### src/rtl/pattern_lut_loader.sv
// Host write/readback/bulk-clear engine for the nine pattern-finder LUT RAMs.
// Latency: a write reaches the RAM one cycle after its strobe; readback data arrives three cycles after the strobe; a clear takes 2^MXADRB cycles.
// Backpressure: none; a strobe that arrives while busy is dropped and sets the sticky err_busy flag.
module pattern_lut_loader #(
  parameter int MXADRB  = 12,
  parameter int MXDATB  = 18,
  parameter int NPAT    = 9,
  parameter int PID_MIN = 2
) (
  input  logic              clock,
  input  logic              reset_n,
  input  logic [3:0]        host_pid,
  input  logic [MXADRB-1:0] host_adr,
  input  logic [MXDATB-1:0] host_wdata,
  input  logic              host_load_adr,
  input  logic              host_wr,
  input  logic              host_rd,
  input  logic              host_clear,
  input  logic              err_clr,
  output logic [MXDATB-1:0] host_rdata,
  output logic              host_rd_valid,
  output logic              busy,
  output logic              err_pid,
  output logic              err_wrap,
  output logic              err_busy,
  output logic [MXADRB:0]   wr_count,
  output logic [NPAT-1:0]   lut_we,
  output logic [NPAT-1:0]   lut_re,
  output logic [MXADRB-1:0] lut_adr,
  output logic [MXDATB-1:0] lut_wdata,
  input  logic [MXDATB-1:0] lut_rdata
);

  localparam logic [3:0]      PID_LO = 4'(PID_MIN);
  localparam logic [3:0]      PID_HI = 4'(PID_MIN + NPAT - 1);
  localparam logic [MXADRB:0] WC_MAX = {1'b1, {MXADRB{1'b0}}};

  typedef enum logic [2:0] {IDLE, WR, RD_ADR, RD_CAP, CLR} state_t;

  state_t            state;
  logic [MXADRB-1:0] ptr;
  logic [MXADRB-1:0] clr_cnt;
  logic [NPAT-1:0]   pid_sel;
  logic              pid_ok;

  logic              pid_in_range;
  logic [3:0]        pid_idx;
  logic [NPAT-1:0]   new_sel;
  logic              in_idle;
  logic              act;
  logic              do_load;
  logic              do_clear;
  logic              do_wr;
  logic              do_rd;
  logic              set_pid;
  logic              set_busy;
  logic              set_wrap;

  // Strobe decode: load beats clear beats write beats read; error events.
  always_comb begin
    pid_in_range = (host_pid >= PID_LO) && (host_pid <= PID_HI);
    pid_idx      = host_pid - PID_LO;
    new_sel      = pid_in_range ? (NPAT'(1) << pid_idx) : '0;
    in_idle      = (state == IDLE);
    do_load      = in_idle && host_load_adr;
    act          = in_idle && !host_load_adr && (host_clear || host_wr || host_rd);
    do_clear     = act && pid_ok && host_clear;
    do_wr        = act && pid_ok && !host_clear && host_wr;
    do_rd        = act && pid_ok && !host_clear && !host_wr && host_rd;
    set_pid      = (do_load && !pid_in_range) || (act && !pid_ok);
    set_busy     = !in_idle && (host_load_adr || host_wr || host_rd || host_clear);
    set_wrap     = ((state == WR) || (state == RD_CAP)) && (ptr == '1);
  end

  // Control FSM with registered LUT/host outputs and sticky error flags.
  always_ff @(posedge clock or negedge reset_n) begin
    if (!reset_n) begin
      state         <= IDLE;
      ptr           <= '0;
      clr_cnt       <= '0;
      pid_sel       <= '0;
      pid_ok        <= 1'b0;
      host_rdata    <= '0;
      host_rd_valid <= 1'b0;
      busy          <= 1'b0;
      err_pid       <= 1'b0;
      err_wrap      <= 1'b0;
      err_busy      <= 1'b0;
      wr_count      <= '0;
      lut_we        <= '0;
      lut_re        <= '0;
      lut_adr       <= '0;
      lut_wdata     <= '0;
    end else begin
      // An error event in the same cycle as err_clr keeps the flag set.
      err_pid       <= set_pid  || (err_pid  && !err_clr);
      err_wrap      <= set_wrap || (err_wrap && !err_clr);
      err_busy      <= set_busy || (err_busy && !err_clr);
      host_rd_valid <= 1'b0;

      case (state)
        IDLE: begin
          if (do_load) begin
            ptr      <= host_adr;
            pid_sel  <= new_sel;
            pid_ok   <= pid_in_range;
            wr_count <= '0;
          end else if (do_clear) begin
            state     <= CLR;
            busy      <= 1'b1;
            clr_cnt   <= '0;
            lut_we    <= pid_sel;
            lut_adr   <= '0;
            lut_wdata <= '0;
          end else if (do_wr) begin
            state     <= WR;
            busy      <= 1'b1;
            lut_we    <= pid_sel;
            lut_adr   <= ptr;
            lut_wdata <= host_wdata;
          end else if (do_rd) begin
            state   <= RD_ADR;
            busy    <= 1'b1;
            lut_re  <= pid_sel;
            lut_adr <= ptr;
          end
        end
        WR: begin
          lut_we <= '0;
          ptr    <= ptr + 1'b1;
          if (wr_count != WC_MAX) wr_count <= wr_count + 1'b1;
          busy   <= 1'b0;
          state  <= IDLE;
        end
        RD_ADR: begin
          lut_re <= '0;
          state  <= RD_CAP;
        end
        RD_CAP: begin
          host_rdata    <= lut_rdata;
          host_rd_valid <= 1'b1;
          ptr           <= ptr + 1'b1;
          busy          <= 1'b0;
          state         <= IDLE;
        end
        CLR: begin
          if (clr_cnt == '1) begin
            lut_we <= '0;
            ptr    <= '0;
            busy   <= 1'b0;
            state  <= IDLE;
          end else begin
            clr_cnt <= clr_cnt + 1'b1;
            lut_adr <= clr_cnt + 1'b1;
          end
        end
        default: begin
          lut_we <= '0;
          lut_re <= '0;
          busy   <= 1'b0;
          state  <= IDLE;
        end
      endcase
    end
  end

endmodule

### config.mk
export PLATFORM = sky130hd
export DESIGN_NAME = pattern_lut_loader
export DESIGN_NICKNAME = d
export VERILOG_FILES = /design/src/rtl/pattern_lut_loader.sv
export SDC_FILE = /design/constraint.sdc
export NUM_CORES = 1
export LEC_CHECK = 0
export ABC_AREA = 1
export BUFFER_PORTS_ARGS = -buffer_cell sky130_fd_sc_hd__buf_2
export CELL_PAD_IN_SITES_DETAIL_PLACEMENT = 0
export CELL_PAD_IN_SITES_GLOBAL_PLACEMENT = 1
export CORE_MARGIN = 2
export CORE_UTILIZATION = 42
export DETAILED_ROUTE_END_ITERATION = 8
export GPL_ROUTABILITY_DRIVEN = 1
export PLACE_DENSITY = 0.95
export SLEW_MARGIN = 30
export SYNTH_ARGS = -nofsm -noshare
export SYNTH_HDL_FRONTEND = slang
export SYNTH_SLANG_ARGS = --single-unit
### constraint.sdc
create_clock -name clock -period 3.78 [get_ports clock]
set_input_delay 0.378 -clock clock [delete_from_list [all_inputs] [get_ports clock]]
set_output_delay 0.378 -clock clock [all_outputs]
set_load 0.01 [all_outputs]
* Yosys cells after proc, flatten, opt, wreduce, memory -nomap -nowiden
Index checks and enable logic that the tools add are counted.
** Word-level totals
- Input bits :: 59
- Output and inout bits :: 84
- Bits in registers :: 121
- Word-level logic and storage cells :: 138
** Operators by class
- Muxes and demuxes :: 41
- Shift-type cells :: 1
- Magnitude comparators :: 2
- $add $sub $neg :: 4
- Reductions and logical operators :: 52
- Equal/unequal tests :: 18
- Bitwise gates (word level) :: 4
** Operators with widths (count)
- two-way mux 12 bit :: 9
- two-way mux 9 bit :: 9
- case mux 12 bit (2 select lines) :: 2
- two-way mux 18 bit :: 2
- case mux 12 bit (3 select lines) :: 1
- case mux 9 bit (3 select lines) :: 1
- two-way mux 13 bit :: 2
- case mux 13 bit (2 select lines) :: 1
- adder 12 x 1 -> 12 bit (second input constant) :: 2
- equality test 12 bit (second input constant) :: 2
- case mux 9 bit (2 select lines) :: 1
- logical AND 1 bit :: 17
- AND reduction 4 bit :: 4
- two-way mux 3 bit :: 5
- adder 13 x 1 -> 13 bit (second input constant) :: 1
- inequality test 13 bit (second input constant) :: 1
- AND reduction 3 bit :: 4
- logical OR 1 bit :: 10
- inequality test 2 bit (second input constant) :: 5
- case mux 3 bit (3 select lines) :: 1
- left shift 1 x 4 -> 9 bit (first input constant) :: 1
- inequality test 2 x 1 -> 1 bit (second input constant) :: 4
- zero test 1 bit :: 7
- equality test 3 x 2 -> 1 bit (second input constant) :: 2
- other kinds (17) :: 28

* Depth between registers and ports, before layout
Gate-level depths: netlist (run 1).
- Depth after elaboration :: 12
- Depth in mapped cells :: 11
- Mapped depth without buffers :: 10

* Worst setup path before layout (run 1)
OpenSTA, ideal clock, no wires.
- Path kind :: register to register
- Start :: register clr_cnt[0]
- End :: register lut_we[0]
- Slack :: 2.070 ns
- Cell stages (with the launch flop) :: 11
- Period minus slack after synthesis :: 1.710 ns
- Data arrival time :: 1.593 ns
- Buffers on the path :: 0
- Cell sequence :: dfrtp_1 -> ha_1 -> nand2_1 -> nor2_4 -> nand3_1 -> nand2_2 -> nand2_1 -> nor2_4 -> nand2_4 -> nand2_1 -> nand2_1
** On the way
- Word-level cells in the longest chain between the ends :: 3
** Ends and longest elaborated chain
- start, declared :: line 42 : logic [MXADRB-1:0] clr_cnt;
- start signal, assigned :: line 153 : clr_cnt <= clr_cnt + 1'b1;
- equality test 12 bit :: line 147 : if (clr_cnt == '1) begin
- inequality test 2 bit (no line)
- AND reduction 4 bit (no line)
- end signal, assigned :: line 112 : lut_we <= pid_sel;
- end signal, assigned :: line 118 : lut_we <= pid_sel;
- end, declared :: line 27 : output logic [NPAT-1:0] lut_we,
No other way between the ends.
A chain may end at the register's enable or synchronous reset.

* Final worst setup path (run 1)
- Start :: register state[2]
- End :: register ptr[11]
** On the way
- Word-level cells in the longest chain between the ends :: 4
** Ends and longest elaborated chain
- start, declared :: line 40 : state_t state;
- start signal, assigned :: line 78 : state <= IDLE;
- start signal, assigned :: line 109 : state <= CLR;
- start signal, assigned :: line 116 : state <= WR;
- equality test 3 x 1 -> 1 bit, or another cell as far along :: line 101 : case (state)
- OR reduction 2 bit (no line) or logical AND 1 bit (tied branches)
- nonzero test 3 bit (no line) or inequality test 2 x 1 -> 1 bit (tied branches)
- AND reduction 3 bit (no line)
- end signal, assigned :: line 104 : ptr <= host_adr;
- end signal, assigned :: line 130 : ptr <= ptr + 1'b1;
- end signal, assigned :: line 142 : ptr <= ptr + 1'b1;
- end, declared :: line 41 : logic [MXADRB-1:0] ptr;
Several ways; a longest one is shown, not always the timed one.

==> metrics, run 1 <==
diode count 0; Post-Route WL about 15 mm; met2 global-route usage 0.3044; CP required 4.14 ns; endpoints failing setup 0; vias per cell 4.922; min Tclk post-route 2.080 ns; Root Buffer clkbuf_16; CP Cell Sequence nor2_1 > nand2_1 > nand2_1 > nor2_2 > nand2_1 > nand2_1 > nand2_1 > nand2_1; first-pass GRT wire length 25.94 mm; Top FF cell, synth dfrtp_1; Total Routing Usage GR 0.2040; RSZ-0062 raised after global routing no; CTS tree built; Worst Hold Class primary input to asynchronous set/reset pin; gpl congestion around 0.84; core area 0.01442 mm2; Max transition margin 0.5705; crit-path max cell delay 0.56 ns; post-synthesis register bit count 121; crit path max fanout 15; CP Data Arrival Time 2.44 ns; met1 Use GR 0.2941; Routed wire per std cell 13.37 um; syn_nets 874; power density cells 777.7 mW/mm2; # DRC 0; WHS -0.03288 ns; Clock transition at path regs around 0.05 ns; gate count of the mapped netlist 809; H-tree depth 4; leak pwr 4.075 nW; critical path type flip-flop to flip-flop; fraction of layout cells with a size suffix above 1 0.2155; Detailed Routing Iterations Pass 1 5; Num CTS Buffers 17; Worst setup SP type flip-flop; CTS-repair resized insts 0; vias in the first global route roughly 5.2k; Ports ~140; final worst slack around 1.7 ns; Unique masters post-synth 34; std cell rows 44; # Max-Cap Violations 0; Setup TNS 0 ns; Fin. Hold Viols 46; vias post-DR 5655; Post-CTS Setup Bufs 0; Die ar. 0.01559 mm2; Initial Util 0.4253; clk_lat worst skew 0.42 ns; dpl ws 1.706 ns; post-synthesis sequential area ratio 0.4936; Top cell by count, worst path nand2_1; synthesized area 0.006135 mm2; busiest grt layer met2; maximum root-to-sink buffer count 2; worst slew pin tran between 0.6 and 0.7 ns; 1st-iter DRT viols 427; die extent in y between 100 and 150 um; largest net degree at the start of global routing 68; CP Capture Type flip-flop; IO Port Bufs 142; Crit-path slowest cell nor2_2; Yosys warning total 0; ys async rst share 1.000; DRT antenna net count 0; EDFF count, synth 0; Post-layout nets roughly 1.0k; VDD IR max 0.3817 mV; Sink Count 121; initial antenna violation count 0; clock skew 0.006729 ns; Post-DP Area around 0.007 mm2; Finished Cell Area 0.007536 mm2; P&R area growth vs syn 22.84%; Tcrit/Tclk final 0.5504; DP Wirelength 11.01 mm; status complete, but fails checks; hold buffer count at cts 0; Avg Inst Size Synth 7.583 um2; grt met3 use 0.04553; Die X 124.9 um; overall power between 5 and 6 mW; Slew Limit Fails 0; fmax 480.7 MHz; Layout Utilization 0.5225; failing checks negative hold slack; GRT overflow 0
## sequential cells by signal (all words and copies together), names as in the netlist
name / count
err_pid: 1
pid_sel: 9
err_wrap: 1
wr_count: 13
state: 3
busy: 1
lut_re: 9
host_rdata: 18
lut_we: 9
ptr: 12
lut_adr: 12
clr_cnt: 12
pid_ok: 1
host_rd_valid: 1
err_busy: 1
lut_wdata: 18
## synth_stat cells (2+ instances only)
| cell | number | area, um2 |
|---|---|---|
| nor2_1 | 58 | 217.7 |
| nor3_1 | 7 | 35.03 |
| clkbuf_1 | 5 | 18.77 |
| nand2_1 | 333 | 1250 |
| nor2_2 | 3 | 18.77 |
| dfrtp_1 | 121 | 3028 |
| nand3_1 | 68 | 340.3 |
| ha_1 | 6 | 75.07 |
| o21bai_1 | 2 | 15.01 |
| buf_4 | 7 | 52.55 |
| a21oi_1 | 6 | 30.03 |
| nor2_4 | 4 | 45.04 |
| o21ai_1 | 6 | 30.03 |
| nand2_4 | 3 | 33.78 |
| nand3_2 | 2 | 20.02 |
| nand2_2 | 8 | 50.05 |
| buf_2 | 7 | 35.03 |
| inv_1 | 59 | 221.5 |
| o31ai_1 | 2 | 15.01 |
| o21ai_0 | 61 | 305.3 |
| o22ai_1 | 3 | 18.77 |
| nand4_1 | 15 | 93.84 |
| inv_2 | 7 | 26.28 |
| xor2_1 | 5 | 43.79 |
| buf_6 | 2 | 22.52 |
## area by class of cell
class                      instances  area (um2)
clock buffer                      20       446.7
clock inverter                    12       101.3
fill                            1452        6888
inverter                          67       251.5
multi-input combinational        600        2726
sequential                       121        3028
tap                              184       230.2
timing repair buffer             145       752.0
## routing by layer
layer,up-vias,part of all wire,wire length [um]
met5,-,0,0
met1,2584,0.47,7214
met2,177,0.46,7036
met3,15,0.060,919
li1,2879,-,-
met4,0,0.012,186
## path summary, 6_finish.rpt
kind | slack (ns) | cells past startpoint | endpoint | startpoint
worst max-delay path | 1.70 | 8 | ptr[11] | state[2]
worst min-delay path | -0.03 | 1 | lut_adr[6] | reset_n
worst max register to register | 1.70 | 8 | ptr[11] | state[2]
worst min register to register | 0.46 | 2 | lut_adr[2] | lut_adr[2]
max in group asynchronous | 3.08 | 2 | lut_re[5] | reset_n
min in group clock | 0.15 | 3 | host_rdata[5] | lut_rdata[5]
## power by group
group	internal (mW)	switching [mW]	leakage [nW]	total (mW)
clock network	0.914	0.586	0.258	1.50
logic	0.738	1.51	2.23	2.25
registers	1.75	0.360	1.58	2.11
total	3.41	2.46	4.08	5.86
## cell usage in the layout, fill, tap and decap left out, types with 3 or more instances in the layout
cell,n
nand2_4,3
nor2_4,4
inv_1,59
nand3_1,68
a21oi_1,6
nand2_2,8
o21ai_0,61
dfrtp_1,121
nor2_2,3
xor2_1,5
clkinvlp_4,5
inv_2,7
clkbuf_16,17
clkinv_2,5
o22ai_1,3
ha_1,6
o21ai_1,6
nand2_1,333
nor3_1,7
buf_2,141
nor2_1,58
nand4_1,15
## stage by stage
stage,instances,hold slack [ns]
3_3_place_gp,1117,0.4527
5_1_grt,1149,0.02777
4_1_cts,1149,0.1279
6_report,1149,-0.03288
3_5_place_dp,1117,0.4555
2_1_floorplan,809,0.08241
## kinds of logic after synthesis
family | share of synthesized area
compound gates | 0.07608
xor+xnor | 0.007138
fa+ha+maj | 0.01224
buf+inv | 0.06200
flops | 0.4936
simple gates | 0.3490
## critical path, delay by kind of cell, from the launching register on
kind / cells / cell delay (ns)
flops: 1 / 0.44
simple gates: 8 / 1.58
Power figures use the tool's default switching activity.
==> run 2: changes to the inputs <==
--- a/config.mk
+++ b/config.mk
@@ -5,15 +5,15 @@
 export SDC_FILE = /design/constraint.sdc
 export NUM_CORES = 1
 export LEC_CHECK = 0
-export ABC_AREA = 1
+export ABC_AREA = 0
 export BUFFER_PORTS_ARGS = -buffer_cell sky130_fd_sc_hd__buf_2
 export CELL_PAD_IN_SITES_DETAIL_PLACEMENT = 0
 export CELL_PAD_IN_SITES_GLOBAL_PLACEMENT = 1
 export CORE_MARGIN = 2
-export CORE_UTILIZATION = 42
+export CORE_UTILIZATION = 37
 export DETAILED_ROUTE_END_ITERATION = 8
 export GPL_ROUTABILITY_DRIVEN = 1
-export PLACE_DENSITY = 0.95
+export PLACE_DENSITY = 0.85
 export SLEW_MARGIN = 30
 export SYNTH_ARGS = -nofsm -noshare
 export SYNTH_HDL_FRONTEND = slang
==> constraint.sdc (replaced) <==
create_clock -name clock -period 1.9 [get_ports clock]
set_input_delay 0.19 -clock clock [delete_from_list [all_inputs] [get_ports clock]]
set_output_delay 0.19 -clock clock [all_outputs]
set_load 0.01 [all_outputs]
==> metrics, run 2 <==
status finished, final reports clean; Slew Limit Fails 0 (unchanged); Initial Util 0.3761 (-0.04924); fmax 549.6 MHz (+14%); worst slew pin tran 0.4656 ns (-0.1788 ns); initial antenna violation count 0 (unchanged); 1st-iter DRT viols 434 (+1.6%); DRT antenna net count 0 (unchanged); compound-gate portion of the synthesized area 0.1669 (+0.09080); Yosys warning total 0 (unchanged); R2R Path Start state[0]; Fin. Hold Viols 0 (-100%); gpl congestion 0.8876 (+6.0%); area occupied by multi-input gates 0.002643 mm2 (-3.1%); Clock transition at path regs 0.06 ns (about the same); hold path endpoint lut_wdata[0]; Post-synth top cells dfrtp_1, nand2_1, o21ai_0; EDFF count, synth 0 (unchanged); overall power 11.28 mW (+93%); P&R area growth vs syn 35.30%; Post-Synth XOR/XNOR Area 0.03101 (+0.02387); fraction of layout cells with a size suffix above 1 0.3333 (+0.1178); clock skew 0.007953 ns (+0.001223 ns); Worst setup SP type flip-flop; critical path type flip-flop to flip-flop; power density cells 1406 mW/mm2 (+81%); Ports 143 (unchanged); most frequent cells in the layout buf_2, dfrtp_1, nand2_1; dpl ws -0.03144 ns (-1.737 ns); most common cell after layout, fill and taps aside buf_2; Worst R2R End host_rdata[4]; Die X 130.6 um (+4.6%); Layout Utilization 0.5088 (-0.01366); IO Port Bufs 142 (unchanged); Filler Cell Count 1488 (+2.5%); vias in the first global route 4874 (-6.6%); DP Cell Count 975 (-13%); GRT overflow 0 (unchanged); Die ar. 0.01706 mm2 (+9.4%); Root Buffer clkbuf_16; CP Data Arrival Time 2.12 ns (-0.32 ns); FF-to-FF path depth 3 (-5); RSZ-0062 raised after global routing yes; std cell rows 46 (+4.5%); Detailed Routing Iterations Pass 1 5 (unchanged); Routed wire per std cell 15.85 um (+19%); ys async rst share 1.000 (unchanged); vias post-DR 5265 (-6.9%); CP required 2.20 ns (-1.94 ns); Max transition margin 0.6885 (+0.1181); post-synthesis register bit count 121 (unchanged); final worst slack 0.08053 ns (-1.619 ns); Num CTS Buffers 17 (unchanged); Avg Inst Size Synth 9.868 um2 (+30%); post-synth top area share 0.5105 (+0.01697); Post-layout nets 869 (-15%); CP Capture Type flip-flop; Non-Filler Instances 1032 (-10%); Hold Startpoint host_wdata[0]; Post-Route WL 16.36 mm (+6.5%); synthesized area 0.005931 mm2 (-3.3%); endpoints failing setup 0 (unchanged); diode count 0 (unchanged); CTS tree built; crit path max fanout 19 (+4); WHS 0.01256 ns (+0.04543 ns); top post-synthesis cells by area dfrtp_1, nand2_1, mux2_2, o21ai_0, nor2_1; H-tree depth 4 (unchanged); syn_nets 666 (-24%); Synth Area in Simple Gates 0.1713 (-0.1777); maximum root-to-sink buffer count 2 (unchanged); Total Routing Usage GR 0.1943 (-0.009673); # Max-Cap Violations 0 (unchanged); vias per cell 5.102 (+3.7%); VDD IR max 0.7033 mV (+84%); largest family of logic cells by synthesized area simple AND/OR/NAND/NOR gates; biggest regs host_rdata x18, lut_wdata x18, wr_count x13; post-synthesis sequential area ratio 0.5105 (+0.01697); Synth Area in Adders 0.01266 (+0.0004208); # DRC 0 (unchanged); clk_lat worst skew 0.42 ns (about the same); min Tclk post-route 1.819 ns (-0.2609 ns); top-count cell post-synth dfrtp_1; first-pass GRT wire length 25.63 mm (-1.2%); FF-to-FF setup slack 0.08 ns (-1.62 ns); leak pwr 3.959 nW (-2.9%); Tcrit/Tclk final 0.9576 (+0.4073); multiplexer share of the synthesized area 0.06076 (+0.06076); Unique masters post-synth 67 (+97%); largest net degree at the start of global routing 54 (-21%); cell accounting for the most synthesized area dfrtp_1; die extent in y 130.6 um (+4.6%); DP Wirelength 11.48 mm (+4.3%); Worst Hold Class primary input to flip-flop; core area 0.01577 mm2 (+9.3%); gate count of the mapped netlist 601 (-26%); Top FF cell, synth dfrtp_1; Reg area 0.003030 mm2 (about the same); Sink Count 121 (unchanged); worst hold stages 3
## run 2: what timing repair did
item,4_1_cts,5_1_grt
hold buffers,19,1
hold endpoints to repair,48,1
setup endpoints to repair,9,20
resized for setup,0,8
setup buffers,4,2
pin swaps,1,2
## run 2: power breakdown
part           switching, mW  internal (mW)
combinational           2.31           1.89
clock                   1.12           2.09
sequential             0.544           3.32
total                   3.98           7.31
## run 2: final cells by class
class,instances,share of cell area
clock buffer,24,0.06253
sequential,121,0.3777
timing repair buffer,216,0.1706
tap,216,0.03368
clock inverter,7,0.01123
inverter,32,0.01497
multi-input combinational,416,0.3293
## run 2: through the flow
stage	TNS (ns)	instance area, um2
after detailed placement	-0.06821	7154
final	0	8024
after floorplan	0	5932
after global placement	0	7154
after CTS	0	7966
after global routing	-0.006158	8024
## run 2: worst max path at each step
| stage | startpoint | end |
|---|---|---|
| after CTS | clr_cnt[0] | lut_adr[10] |
| final | state[0] | host_rdata[4] |
| after detailed placement | state[2] | lut_we[7] |
| after floorplan | host_pid[1] | pid_sel[4] |
| after global placement | clr_cnt[0] | lut_adr[11] |
| after global routing | pid_ok | lut_adr[3] |
## run 2: logic make-up (layout without fill, tap and decap cells)
group	count (synthesis)	in the layout
mux	33	33
buf+inv	64	279
compound gates	149	149
flops	121	121
fa+ha+maj	6	6
simple gates	207	207
xor+xnor	21	21
## run 2: critical path, stage by stage (launching register included)
cell and delay (ns):
dfrtp_1 0.55, nor2b_1 0.39, nand2_2 0.37, mux2_2 0.39
## run 2: metal layers
| layer | vias up | GRT usage | share of wire |
|---|---|---|---|
| met4 | 0 | 0.05820 | 0.011 |
| met1 | 2561 | 0.2713 | 0.45 |
| met5 | - | 0 | 0 |
| li1 | 2536 | - | - |
| met3 | 14 | 0.05252 | 0.059 |
| met2 | 154 | 0.2978 | 0.48 |
==> run 3: changes to the inputs <==
--- a/config.mk
+++ b/config.mk
@@ -5,12 +5,12 @@
 export SDC_FILE = /design/constraint.sdc
 export NUM_CORES = 1
 export LEC_CHECK = 0
-export ABC_AREA = 0
+export ABC_AREA = 1
 export BUFFER_PORTS_ARGS = -buffer_cell sky130_fd_sc_hd__buf_2
 export CELL_PAD_IN_SITES_DETAIL_PLACEMENT = 0
 export CELL_PAD_IN_SITES_GLOBAL_PLACEMENT = 1
 export CORE_MARGIN = 2
-export CORE_UTILIZATION = 37
+export CORE_UTILIZATION = 35
 export DETAILED_ROUTE_END_ITERATION = 8
 export GPL_ROUTABILITY_DRIVEN = 1
 export PLACE_DENSITY = 0.85
==> metrics, run 3 (synthesis gave the netlist of run 1 again) <==
status finished, final reports clean; fraction of layout cells with a size suffix above 1 0.2301 (-0.1033); RSZ-0062 raised after global routing no; Max transition margin 0.6591 (-0.02943); Post-Route WL 16.60 mm (+1.5%); Die ar. 0.01860 mm2 (+9.1%); dpl ws 0.1209 ns (+0.1524 ns); CP required 2.20 ns (about the same); CP Capture Type flip-flop; most frequent cells in the layout nand2_1, buf_2, dfrtp_1; most common cell after layout, fill and taps aside nand2_1; Num CTS Buffers 17 (unchanged); # Max-Cap Violations 0 (unchanged); Tcrit/Tclk final 0.9089 (-0.04875); Worst setup SP type flip-flop; # DRC 0 (unchanged); std cell rows 48 (+4.3%); CTS tree built; Fin. Hold Viols 0 (unchanged); Routed wire per std cell 13.50 um (-15%); final worst slack 0.1732 ns (+0.09263 ns); DP Wirelength 12.21 mm (+6.4%); clock skew 0.008409 ns (+0.0004560 ns); Detailed Routing Iterations Pass 1 5 (unchanged); clk_lat worst skew 0.42 ns (about the same); first-pass GRT wire length 27.04 mm (+5.5%); H-tree depth 4 (unchanged); GRT overflow 0 (unchanged); Sink Count 121 (unchanged); vias per cell 4.696 (-8.0%); critical path type flip-flop to flip-flop; initial antenna violation count 0 (unchanged); worst hold stages 3 (unchanged); 1st-iter DRT viols 300 (-31%); Initial Util 0.3559 (-0.02016); overall power 12.12 mW (+7.4%); Post-CTS Setup Bufs 0 (-4); vias post-DR 5771 (+9.6%); Post-layout nets 1057 (+22%); biggest regs host_rdata x18, lut_wdata x18, wr_count x13; Die X 136.4 um (+4.4%); crit path max fanout 12 (-7); Total Routing Usage GR 0.1856 (-0.008734); IO Port Bufs 142 (unchanged); endpoints failing setup 0 (unchanged); DRT antenna net count 0 (unchanged); worst slew pin tran 0.5113 ns (+0.04580 ns); leak pwr 4.271 nW (+7.9%); Filler Cell Count 1729 (+16%); power density cells 1522 mW/mm2 (+8.2%); diode count 0 (unchanged); core area 0.01724 mm2 (+9.3%); P&R area growth vs syn 29.86%; min Tclk post-route 1.727 ns (-0.09263 ns); CP Data Arrival Time 2.03 ns (-0.09 ns); fmax 579.1 MHz (+5.4%); FF-to-FF path depth 8 (+5); die extent in y 136.4 um (+4.4%); Clock transition at path regs 0.06 ns (about the same); Slew Limit Fails 0 (unchanged); maximum root-to-sink buffer count 2 (unchanged); Worst Hold Class primary input to flip-flop; Root Buffer clkbuf_16; VDD IR max 0.7816 mV (+11%); vias in the first global route 5512 (+13%); Setup TNS 0 ns (unchanged); largest net degree at the start of global routing 43 (-20%); gpl congestion 0.8207 (-7.5%); Ports 143 (unchanged)
run 3: cell count changes in the layout (fill, tap and decap cells not counted), sizes merged, moves of 24 or more:
| cell | previous run | this run |
|---|---|---|
| nand3 | 13 | 71 |
| inv | 32 | 68 |
| buf | 196 | 166 |
| nor2 | 37 | 65 |
| mux2 | 24 | 0 |
| nand2 | 97 | 344 |
run 3: cell type report:
type | count | area, um2 | area share
Clock buffer | 17 | 425.4 | 0.05340
Clock inverter | 14 | 127.6 | 0.01602
Inverter | 67 | 254.0 | 0.03188
Multi-Input combinational cell | 600 | 2741 | 0.3441
Sequential cell | 121 | 3028 | 0.3801
Tap cell | 225 | 281.5 | 0.03534
Timing Repair Buffer | 185 | 1109 | 0.1392
run 3: what timing repair did:
| action | 4_1_cts | 5_1_grt |
|---|---|---|
| hold endpoints to repair | 50 | 0 |
| setup endpoints to repair | 0 | 16 |
| hold buffers | 19 | 0 |
| resized for setup | 0 | 5 |
run 3: layer usage:
layer	track usage	routed length, um	up-vias
met3	0.03803	716	24
li1	-	-	2966
met2	0.2803	7447	150
met1	0.2605	8115	2631
met4	0.07350	317	0
met5	0	0	-
run 3: final timing paths:
kind | start | to | slack [ns]
min in group asynchronous | reset_n | clr_cnt[8] | 0.33
setup / recovery | state[0] | lut_adr[10] | 0.17
max in group asynchronous | reset_n | lut_adr[6] | 0.92
hold reg to reg | lut_adr[1] | lut_adr[1] | 0.47
setup reg to reg | state[0] | lut_adr[10] | 0.17
hold / removal | host_wdata[15] | lut_wdata[15] | 0.02
run 3: critical path: stages, from the launching register on:
cell and delay [ns]:
dfrtp_1 0.43, nor2_4 0.22, nand3_2 0.15, nor2_4 0.18
nand3_2 0.17, nand2_4 0.18, nand2_4 0.13, nand2_1 0.09
nand2_1 0.05
run 3: through the flow:
| step | hold WS (ns) | area, um2 | cells | utilization |
|---|---|---|---|---|
| after global placement | 0.1964 | 7206 | 1179 | 0.4180 |
| after detailed placement | 0.1971 | 7206 | 1179 | 0.4180 |
| after floorplan | -0.1056 | 6135 | 809 | - |
| after CTS | 0.0001604 | 7949 | 1229 | 0.4612 |
| final | 0.01843 | 7966 | 1229 | 0.4622 |
| after global routing | 0.01738 | 7966 | 1229 | 0.4622 |
run 3: where the power goes:
part	switching (mW)	internal, mW
registers	0.714	3.49
logic	3.16	1.76
clock network	1.21	1.79
total	5.08	7.04
